File: src/rtl/mem_stage_ctrl.sv
// mem_stage_ctrl
// Memory-stage controller sitting behind the EXE/MEM pipeline register.
// A load or store request becomes a req/ack handshake on the data-memory
// port; the upstream pipeline is stalled until the handshake completes, and
// the MEM/WB fields are registered for the writeback stage.
//
// Ports
//   clk, rst                  clock; asynchronous active-low reset
//   aluout_in, rdata2_in      ALU result / address and store data
//   waddr_in, write_en_in     writeback register address and enable
//   mem_write_in, mem_read_in store / load request
//   mem_to_reg_in             WB mux select (1 = load data)
//   stall                     combinational hold request to upstream stages
//   dmem_req/we/addr/wdata    registered data-memory request, stable while req=1
//   dmem_ack, dmem_rdata      memory completion and read data
//   wb_*                      MEM/WB pipeline register outputs
//   stall_cycles              saturating count of stalled cycles
module mem_stage_ctrl #(
  parameter int DSIZE = 16,
  parameter int ASIZE = 4,
  parameter int MAW   = 8,
  parameter int CNTW  = 16
) (
  input  logic             clk,
  input  logic             rst,
  input  logic [DSIZE-1:0] aluout_in,
  input  logic [DSIZE-1:0] rdata2_in,
  input  logic [ASIZE-1:0] waddr_in,
  input  logic             write_en_in,
  input  logic             mem_write_in,
  input  logic             mem_read_in,
  input  logic             mem_to_reg_in,
  output logic             stall,
  output logic             dmem_req,
  output logic             dmem_we,
  output logic [MAW-1:0]   dmem_addr,
  output logic [DSIZE-1:0] dmem_wdata,
  input  logic             dmem_ack,
  input  logic [DSIZE-1:0] dmem_rdata,
  output logic [DSIZE-1:0] wb_aluout,
  output logic [DSIZE-1:0] wb_memdata,
  output logic [ASIZE-1:0] wb_waddr,
  output logic             wb_write_en,
  output logic             wb_mem_to_reg,
  output logic [CNTW-1:0]  stall_cycles
);

  typedef enum logic [1:0] {IDLE, ACCESS, DONE} state_t;

  state_t           state_q, state_d;
  logic             dmem_req_q, dmem_req_d;
  logic             dmem_we_q, dmem_we_d;
  logic [MAW-1:0]   dmem_addr_q, dmem_addr_d;
  logic [DSIZE-1:0] dmem_wdata_q, dmem_wdata_d;
  logic [DSIZE-1:0] rdata_hold_q, rdata_hold_d;
  logic [DSIZE-1:0] wb_aluout_q, wb_aluout_d;
  logic [DSIZE-1:0] wb_memdata_q, wb_memdata_d;
  logic [ASIZE-1:0] wb_waddr_q, wb_waddr_d;
  logic             wb_write_en_q, wb_write_en_d;
  logic             wb_mem_to_reg_q, wb_mem_to_reg_d;
  logic [CNTW-1:0]  stall_cycles_q, stall_cycles_d;
  logic             stall_c;
  logic             mem_op;

  assign mem_op = mem_read_in | mem_write_in;

  always_comb begin
    state_d         = state_q;
    dmem_req_d      = dmem_req_q;
    dmem_we_d       = dmem_we_q;
    dmem_addr_d     = dmem_addr_q;
    dmem_wdata_d    = dmem_wdata_q;
    rdata_hold_d    = rdata_hold_q;
    wb_aluout_d     = wb_aluout_q;
    wb_memdata_d    = wb_memdata_q;
    wb_waddr_d      = wb_waddr_q;
    wb_write_en_d   = wb_write_en_q;
    wb_mem_to_reg_d = wb_mem_to_reg_q;
    stall_cycles_d  = stall_cycles_q;
    stall_c         = 1'b0;

    case (state_q)
      IDLE: begin
        if (mem_op) begin
          stall_c      = 1'b1;
          state_d      = ACCESS;
          dmem_req_d   = 1'b1;
          // A simultaneous read+write resolves to a write.
          dmem_we_d    = mem_write_in;
          dmem_addr_d  = aluout_in[MAW-1:0];
          dmem_wdata_d = rdata2_in;
        end else begin
          wb_aluout_d     = aluout_in;
          wb_memdata_d    = '0;
          wb_waddr_d      = waddr_in;
          wb_write_en_d   = write_en_in;
          wb_mem_to_reg_d = mem_to_reg_in;
        end
      end
      ACCESS: begin
        stall_c = 1'b1;
        if (dmem_ack) begin
          rdata_hold_d = dmem_we_q ? '0 : dmem_rdata;
          dmem_req_d   = 1'b0;
          state_d      = DONE;
        end
      end
      DONE: begin
        // EXE/MEM still holds the op that was stalled, so it retires now.
        wb_aluout_d     = aluout_in;
        wb_memdata_d    = rdata_hold_q;
        wb_waddr_d      = waddr_in;
        wb_write_en_d   = write_en_in;
        wb_mem_to_reg_d = mem_to_reg_in;
        state_d         = IDLE;
      end
      default: state_d = IDLE;
    endcase

    // Stalled cycles push a bubble into WB; data fields keep their values.
    if (stall_c) begin
      wb_write_en_d   = 1'b0;
      wb_mem_to_reg_d = 1'b0;
      if (stall_cycles_q != {CNTW{1'b1}}) begin
        stall_cycles_d = stall_cycles_q + 1'b1;
      end
    end
  end

  always_ff @(posedge clk or negedge rst) begin
    if (!rst) begin
      state_q         <= IDLE;
      dmem_req_q      <= 1'b0;
      dmem_we_q       <= 1'b0;
      dmem_addr_q     <= '0;
      dmem_wdata_q    <= '0;
      rdata_hold_q    <= '0;
      wb_aluout_q     <= '0;
      wb_memdata_q    <= '0;
      wb_waddr_q      <= '0;
      wb_write_en_q   <= 1'b0;
      wb_mem_to_reg_q <= 1'b0;
      stall_cycles_q  <= '0;
    end else begin
      state_q         <= state_d;
      dmem_req_q      <= dmem_req_d;
      dmem_we_q       <= dmem_we_d;
      dmem_addr_q     <= dmem_addr_d;
      dmem_wdata_q    <= dmem_wdata_d;
      rdata_hold_q    <= rdata_hold_d;
      wb_aluout_q     <= wb_aluout_d;
      wb_memdata_q    <= wb_memdata_d;
      wb_waddr_q      <= wb_waddr_d;
      wb_write_en_q   <= wb_write_en_d;
      wb_mem_to_reg_q <= wb_mem_to_reg_d;
      stall_cycles_q  <= stall_cycles_d;
    end
  end

  // Gated by reset so stall drops immediately while reset is asserted,
  // even if a memory op is still presented on the inputs.
  assign stall         = stall_c & rst;
  assign dmem_req      = dmem_req_q;
  assign dmem_we       = dmem_we_q;
  assign dmem_addr     = dmem_addr_q;
  assign dmem_wdata    = dmem_wdata_q;
  assign wb_aluout     = wb_aluout_q;
  assign wb_memdata    = wb_memdata_q;
  assign wb_waddr      = wb_waddr_q;
  assign wb_write_en   = wb_write_en_q;
  assign wb_mem_to_reg = wb_mem_to_reg_q;
  assign stall_cycles  = stall_cycles_q;

endmodule

File: config.mk
export PLATFORM = sky130hd
export DESIGN_NAME = mem_stage_ctrl
export DESIGN_NICKNAME = d
export VERILOG_FILES = /design/src/rtl/mem_stage_ctrl.sv
export SDC_FILE = /design/constraint.sdc
export NUM_CORES = 1
export LEC_CHECK = 0
export ABC_AREA = 1
export CORE_ASPECT_RATIO = 0.9
export CORE_MARGIN = 2
export CORE_UTILIZATION = 35
export DETAILED_ROUTE_END_ITERATION = 10
export PLACE_DENSITY = 0.73
export SYNTH_ARGS = -nofsm -noshare
export SYNTH_HDL_FRONTEND = slang
export SYNTH_SLANG_ARGS = --single-unit
File: constraint.sdc
create_clock -name clk -period 1.4 [get_ports clk]
set_input_delay 0.21 -clock clk [delete_from_list [all_inputs] [get_ports clk]]
set_output_delay 0.21 -clock clk [all_outputs]
set_load 0.02 [all_outputs]
After elaboration in Yosys (flattened, before gate mapping)
Index checks and enable logic that the tools add are counted.
- output and inout port bits: 81
- bits of input ports: 59
- flip-flop bits (word level): 98
- logic and storage cells: 54
- $add $sub $neg: 1
- equality and inequality tests: 7
- muxes and demuxes: 21
- reduce and logical (&&, ||, !) cells: 11
- bitwise operators: 2
- operator list (operator ; number):
    16-bit one-hot mux with 2 select lines ; 2
    16-bit 2-to-1 mux ; 3
    16-bit by 1-bit adder with 16-bit output (second input constant) ; 1
    16-bit != test (second input constant) ; 1
    2-bit AND reduction ; 6
    1-bit one-hot mux with 2 select lines ; 4
    4-bit one-hot mux with 2 select lines ; 1
    1-bit 2-to-1 mux ; 7
    2-bit != test (second input constant) ; 3
    2-bit 2-to-1 mux ; 2
    4-bit 2-to-1 mux ; 1
    2-bit one-hot mux with 2 select lines ; 1
    2-bit nonzero test ; 2
    3-bit != test (second input constant) ; 1
    3-bit AND reduction ; 1
    3-bit nonzero test ; 1
    2-bit by 1-bit equality test with 1-bit output (second input constant) ; 1
    2-bit equality test (second input constant) ; 1
    2-bit zero test ; 1
    1-bit AND ; 1
    1-bit bitwise OR ; 1

Logic depth before layout (Yosys ltp)
- word-level depth: 5
- mapped depth: 9
- gate-level depth less buffers: 8

Worst setup path before layout
No wires, ideal clock.
- path type: register to register
- from: reg stall_cycles_q[0] (netlist: stall_cycles[0])
- to: reg stall_cycles_q[13] (netlist: stall_cycles[13])
- slack: -0.188 ns
- stages on the path, launching flop included: 10
- required time: 1.283 ns
- arrival: 1.471 ns
- cells stage by stage: dfrtp_1 -> ha_1 -> nand3_2 -> inv_2 -> nand2_2 -> nor2_4 -> nor2_4 -> buf_6 -> nand2_1 -> nand2_1
- longest elaborated chain between the ends: 2
- RTL lines (element ; RTL line ; RTL):
    start, declared ; 61 ; logic [CNTW-1:0] stall_cycles_q, stall_cycles_d;
    start signal, assigned ; 156 ; stall_cycles_q <= stall_cycles_d;
    parallel branches: the longest is 2 deep, another holds 16-bit by 1-bit adder with 16-bit output ; n/a ;
Parallel ways; which one is timed is not known.
A chain may end at the register's enable or synchronous reset.

Final worst setup path
- from: in mem_read_in
- to: out stall
- longest elaborated chain between the ends: 4
- RTL lines (element ; RTL line ; RTL):
    start, declared ; 31 ; input logic mem_read_in,
    1-bit bitwise OR ; 65 ; assign mem_op = mem_read_in | mem_write_in;
    1-bit 2-to-1 mux ; 84 ; if (mem_op) begin
    1-bit one-hot mux with 2 select lines ; 82 ; case (state_q)
    1-bit AND ; 162 ; assign stall = stall_c & rst;
    end, declared ; 33 ; output logic stall,
No other way between the ends.

==> reports/metrics.csv <==
stage,metric,value,unit
run_status,outcome,"finished, violations left",
synthesis,syn_nets,505,
route,postRouteAntennaNets,0,
floorplanning,die_w,120,um
worst_setup_path,worstSetupEndpoint,stall,
route,vias,3612,
clocking,path_clk_slew,0.07,ns
worst_setup_path,r2r-start,state_q[0]$_DFFE_PN0P_,
timing,final_hold_viol_count,29,
clocking,cts_tree,built,
timing,fin_setup_tns,-0.000469,ns
layout,fill_cells,1083,
synthesis,synth-compound-area-share,10.1,%
route,via_per_inst,4.64,
timing,post-route-period-util,100,%
route,wl,10600,um
clocking,clock_path_buffers,2,
worst_setup_path,cp_num_buf_inv,2,
route,wl_per_cell,13.6,um
synthesis,syn_area,4240,um2
place,io_buffers,139,
worst_setup_path,setup.worst_path.class,input port to primary output,
timing,setup_viol,1,
pwr,vdd_ir_drop_max,812,uV
timing,maxSlewHeadroom,58.5,%
layout,layoutNonFillerInstCount,779,
timing,max_freq,714,MHz
place,dp.cells,757,
synthesis,synth_ff_type,dfrtp_1,
floorplanning,pin_count,140,
worst_setup_path,cp_data_arrival_time,1.19,ns
synthesis,yosysMostFrequentCell,dfrtp_1,
synthesis,yosys-top-cells-count,"dfrtp_1, nand2_1, o21ai_0",
timing,final.min_clock_period,1.40,ns
synthesis,yosys.area_share.adder,0.295,%
place,place_area,6010,um2
place,dp_hpwl,7500,um
synthesis,ys_top_cells_by_area,"dfrtp_1, nand2_1, o21ai_0",
synthesis,synthSimpleGateAreaFrac,19.5,%
synthesis,synth_xor_xnor_area_share,1.24,%
clocking,root_buffer,clkbuf_16,
synthesis,syn_inst,445,
floorplanning,die-area,13000,um2
floorplanning,row_count,38,
worst_setup_path,crit_slowest_cell,clkdlybuf4s50_1,
layout,utilization,53.4,%
clocking,insertion_delay,0.34,ns
floorplanning,die_height,108,um
layout,drive_gt1_share,18.6,%
timing,worst_slack,-0.000469,ns
worst_setup_path,regToRegSetupSlack,0.04,ns
worst_setup_path,worstPathCellList,"clkdlybuf4s50_1, nor2_4, nand2_8, nand2_8, nor2_4, buf_6",
floorplanning,initial_core_util,35.5,%
pwr,leakage,3.08,nW
synthesis,synth-seq-cells,98,
synthesis,synth.area.mux_share,3.55,%
worst_setup_path,cp.depth,6,
synthesis,synth_top_area_share,57.9,%
synthesis,ys_seq_area_share,57.9,%
layout,final_area,6380,um2
global_routing,grt_max_degree,70,
min_path,hold_class,input port to async pin,
synthesis,synth.avg_cell_area,9.52,um2
timing,tightest_slew,0.622,ns
synthesis,synthArstFlopShare,100,%
place,routabilityCongestion,0.844,
worst_setup_path,crit_path_start,mem_read_in,
floorplanning,core_area,11900,um2
synthesis,synth_top_family_by_area,simple AND/OR/NAND/NOR gates,
timing,clock_skew,0.00717,ns
layout,area_growth,50.6,%
synthesis,ys_warn_count,0,
flow_run,cap_viol_max_count,0,
timing,rsz0062_at_grt,yes,
worst_setup_path,crit_family,buffers and inverters,
global_routing,grt.total_usage,17.0,%
route,drt_iter0_drc,171,
worst_setup_path,rr_worst_depth,5,
worst_setup_path,worstSetupStartpointType,input port,
timing,drv_slew,0,
run_status,violations,"negative hold slack, negative setup slack",
global_routing,antenna_found_initial,0,
global_routing,grt_pass1_vias,3528,
worst_setup_path,cp.required,1.19,ns
worst_setup_path,cp_max_fo,2,
global_routing,grt_pass1_wl,17500,um
synthesis,yosys.area.top_type,dfrtp_1,
synthesis,synth_edf_count,0,
layout,antenna_cells,0,
pwr,p_per_area,1990,nW/um2
route,dr.pass1.iters,4,
timing,hold_ws,-0.115,ns
synthesis,synth_cell_types,26,
worst_setup_path,r2r-end,wb_aluout[13]$_DFFE_PN0P_,
clocking,h-tree-depth,3,
layout,nets,675,
route,remaining_drc_errors,0,
worst_setup_path,critPathCaptureType,primary output,
clocking,numCtsBuffers,9,
clocking,clkSinkCount,98,
worst_setup_path,slowest_delay,0.51,ns
global_routing,overflow,0,
==> stage by stage <==
| stage | setup WS [ns] | total power [W] |
|---|---|---|
| after detailed placement | -0.535 | 0.0108 |
| after global routing | -0.0344 | 0.0135 |
| after floorplan | -0.0122 | 0.00776 |
| after CTS | -0.0357 | 0.0128 |
| after global placement | -0.542 | 0.0106 |
| final | -0.000469 | 0.0127 |
==> what timing repair did <==
item | CTS | global route
setup endpoints to repair | 116 | 52
buffers inserted | 2 | 4
gates cloned | 1 | 0
endpoints found under the hold margin | 29 | 29
gates resized for setup | 98 | 24
pin swaps | 4 | 8
==> worst min path at each step <==
| stage | start | end | slack [ns] | cells after the start |
|---|---|---|---|---|
| global placement | rst | wb_aluout[14]$_DFFE_PN0P_ | 0.25 | 2 |
| detailed placement | rst | wb_waddr[0]$_DFFE_PN0P_ | 0.25 | 2 |
| CTS | rst | wb_waddr[0]$_DFFE_PN0P_ | -0.12 | 2 |
| finish | rst | wb_waddr[0]$_DFFE_PN0P_ | -0.11 | 2 |
| global route | rst | wb_waddr[1]$_DFFE_PN0P_ | -0.1 | 2 |
| floorplan | rst | dmem_addr[0]$_DFFE_PN0P_ | -0.09 | 0 |
==> power breakdown <==
| group | leakage [nW] | internal [W] | switching (W) |
|---|---|---|---|
| Sequential | 1.22 | 0.00406 | 0.000705 |
| Clock | 0.153 | 0.00156 | 0.00101 |
| Combinational | 1.71 | 0.00223 | 0.00312 |
==> final cells by class <==
class                      count  area, um2  area share (%)
timing repair buffer         175       1630            25.5
clock buffer                  10        229            3.59
clock inverter                 5       78.8            1.24
sequential                    98       2460            38.6
multi-input combinational    274       1570            24.6
tap                          160        200            3.14
inverter                      57        214            3.35
==> cell families after synthesis <==
kind of cell,after synthesis
simple gates,177
buf+inv,74
xor+xnor,6
fa+ha+maj,1
mux,12
compound gates,77
flops,98
==> routing by layer <==
layer  vias to the layer above  GRT usage [%]  routed length (um)
met2                       112           27.2                5010
met3                        12           4.11                 722
met4                         0           7.82                 172
met5                         -              0                   0
met1                      1711           22.1                4690
li1                       1777              -                   -
==> cells in the final DEF (no fill, tap or decap), types with 5 or more instances in the layout <==
| cell type | instances |
|---|---|
| nor2_4 | 5 |
| nor2_1 | 17 |
| nand2_2 | 6 |
| clkdlybuf4s50_1 | 56 |
| dlygate4sd2_1 | 77 |
| nand3_1 | 45 |
| a21oi_1 | 9 |
| dfrtp_2 | 10 |
| dfrtp_1 | 88 |
| nand2_1 | 83 |
| o21ai_0 | 57 |
| nand4_1 | 6 |
| buf_4 | 29 |
| nor2_2 | 8 |
| o21ai_2 | 8 |
| mux2_2 | 8 |
| clkbuf_16 | 9 |
| inv_1 | 54 |
Power figures use the tool's default switching activity.
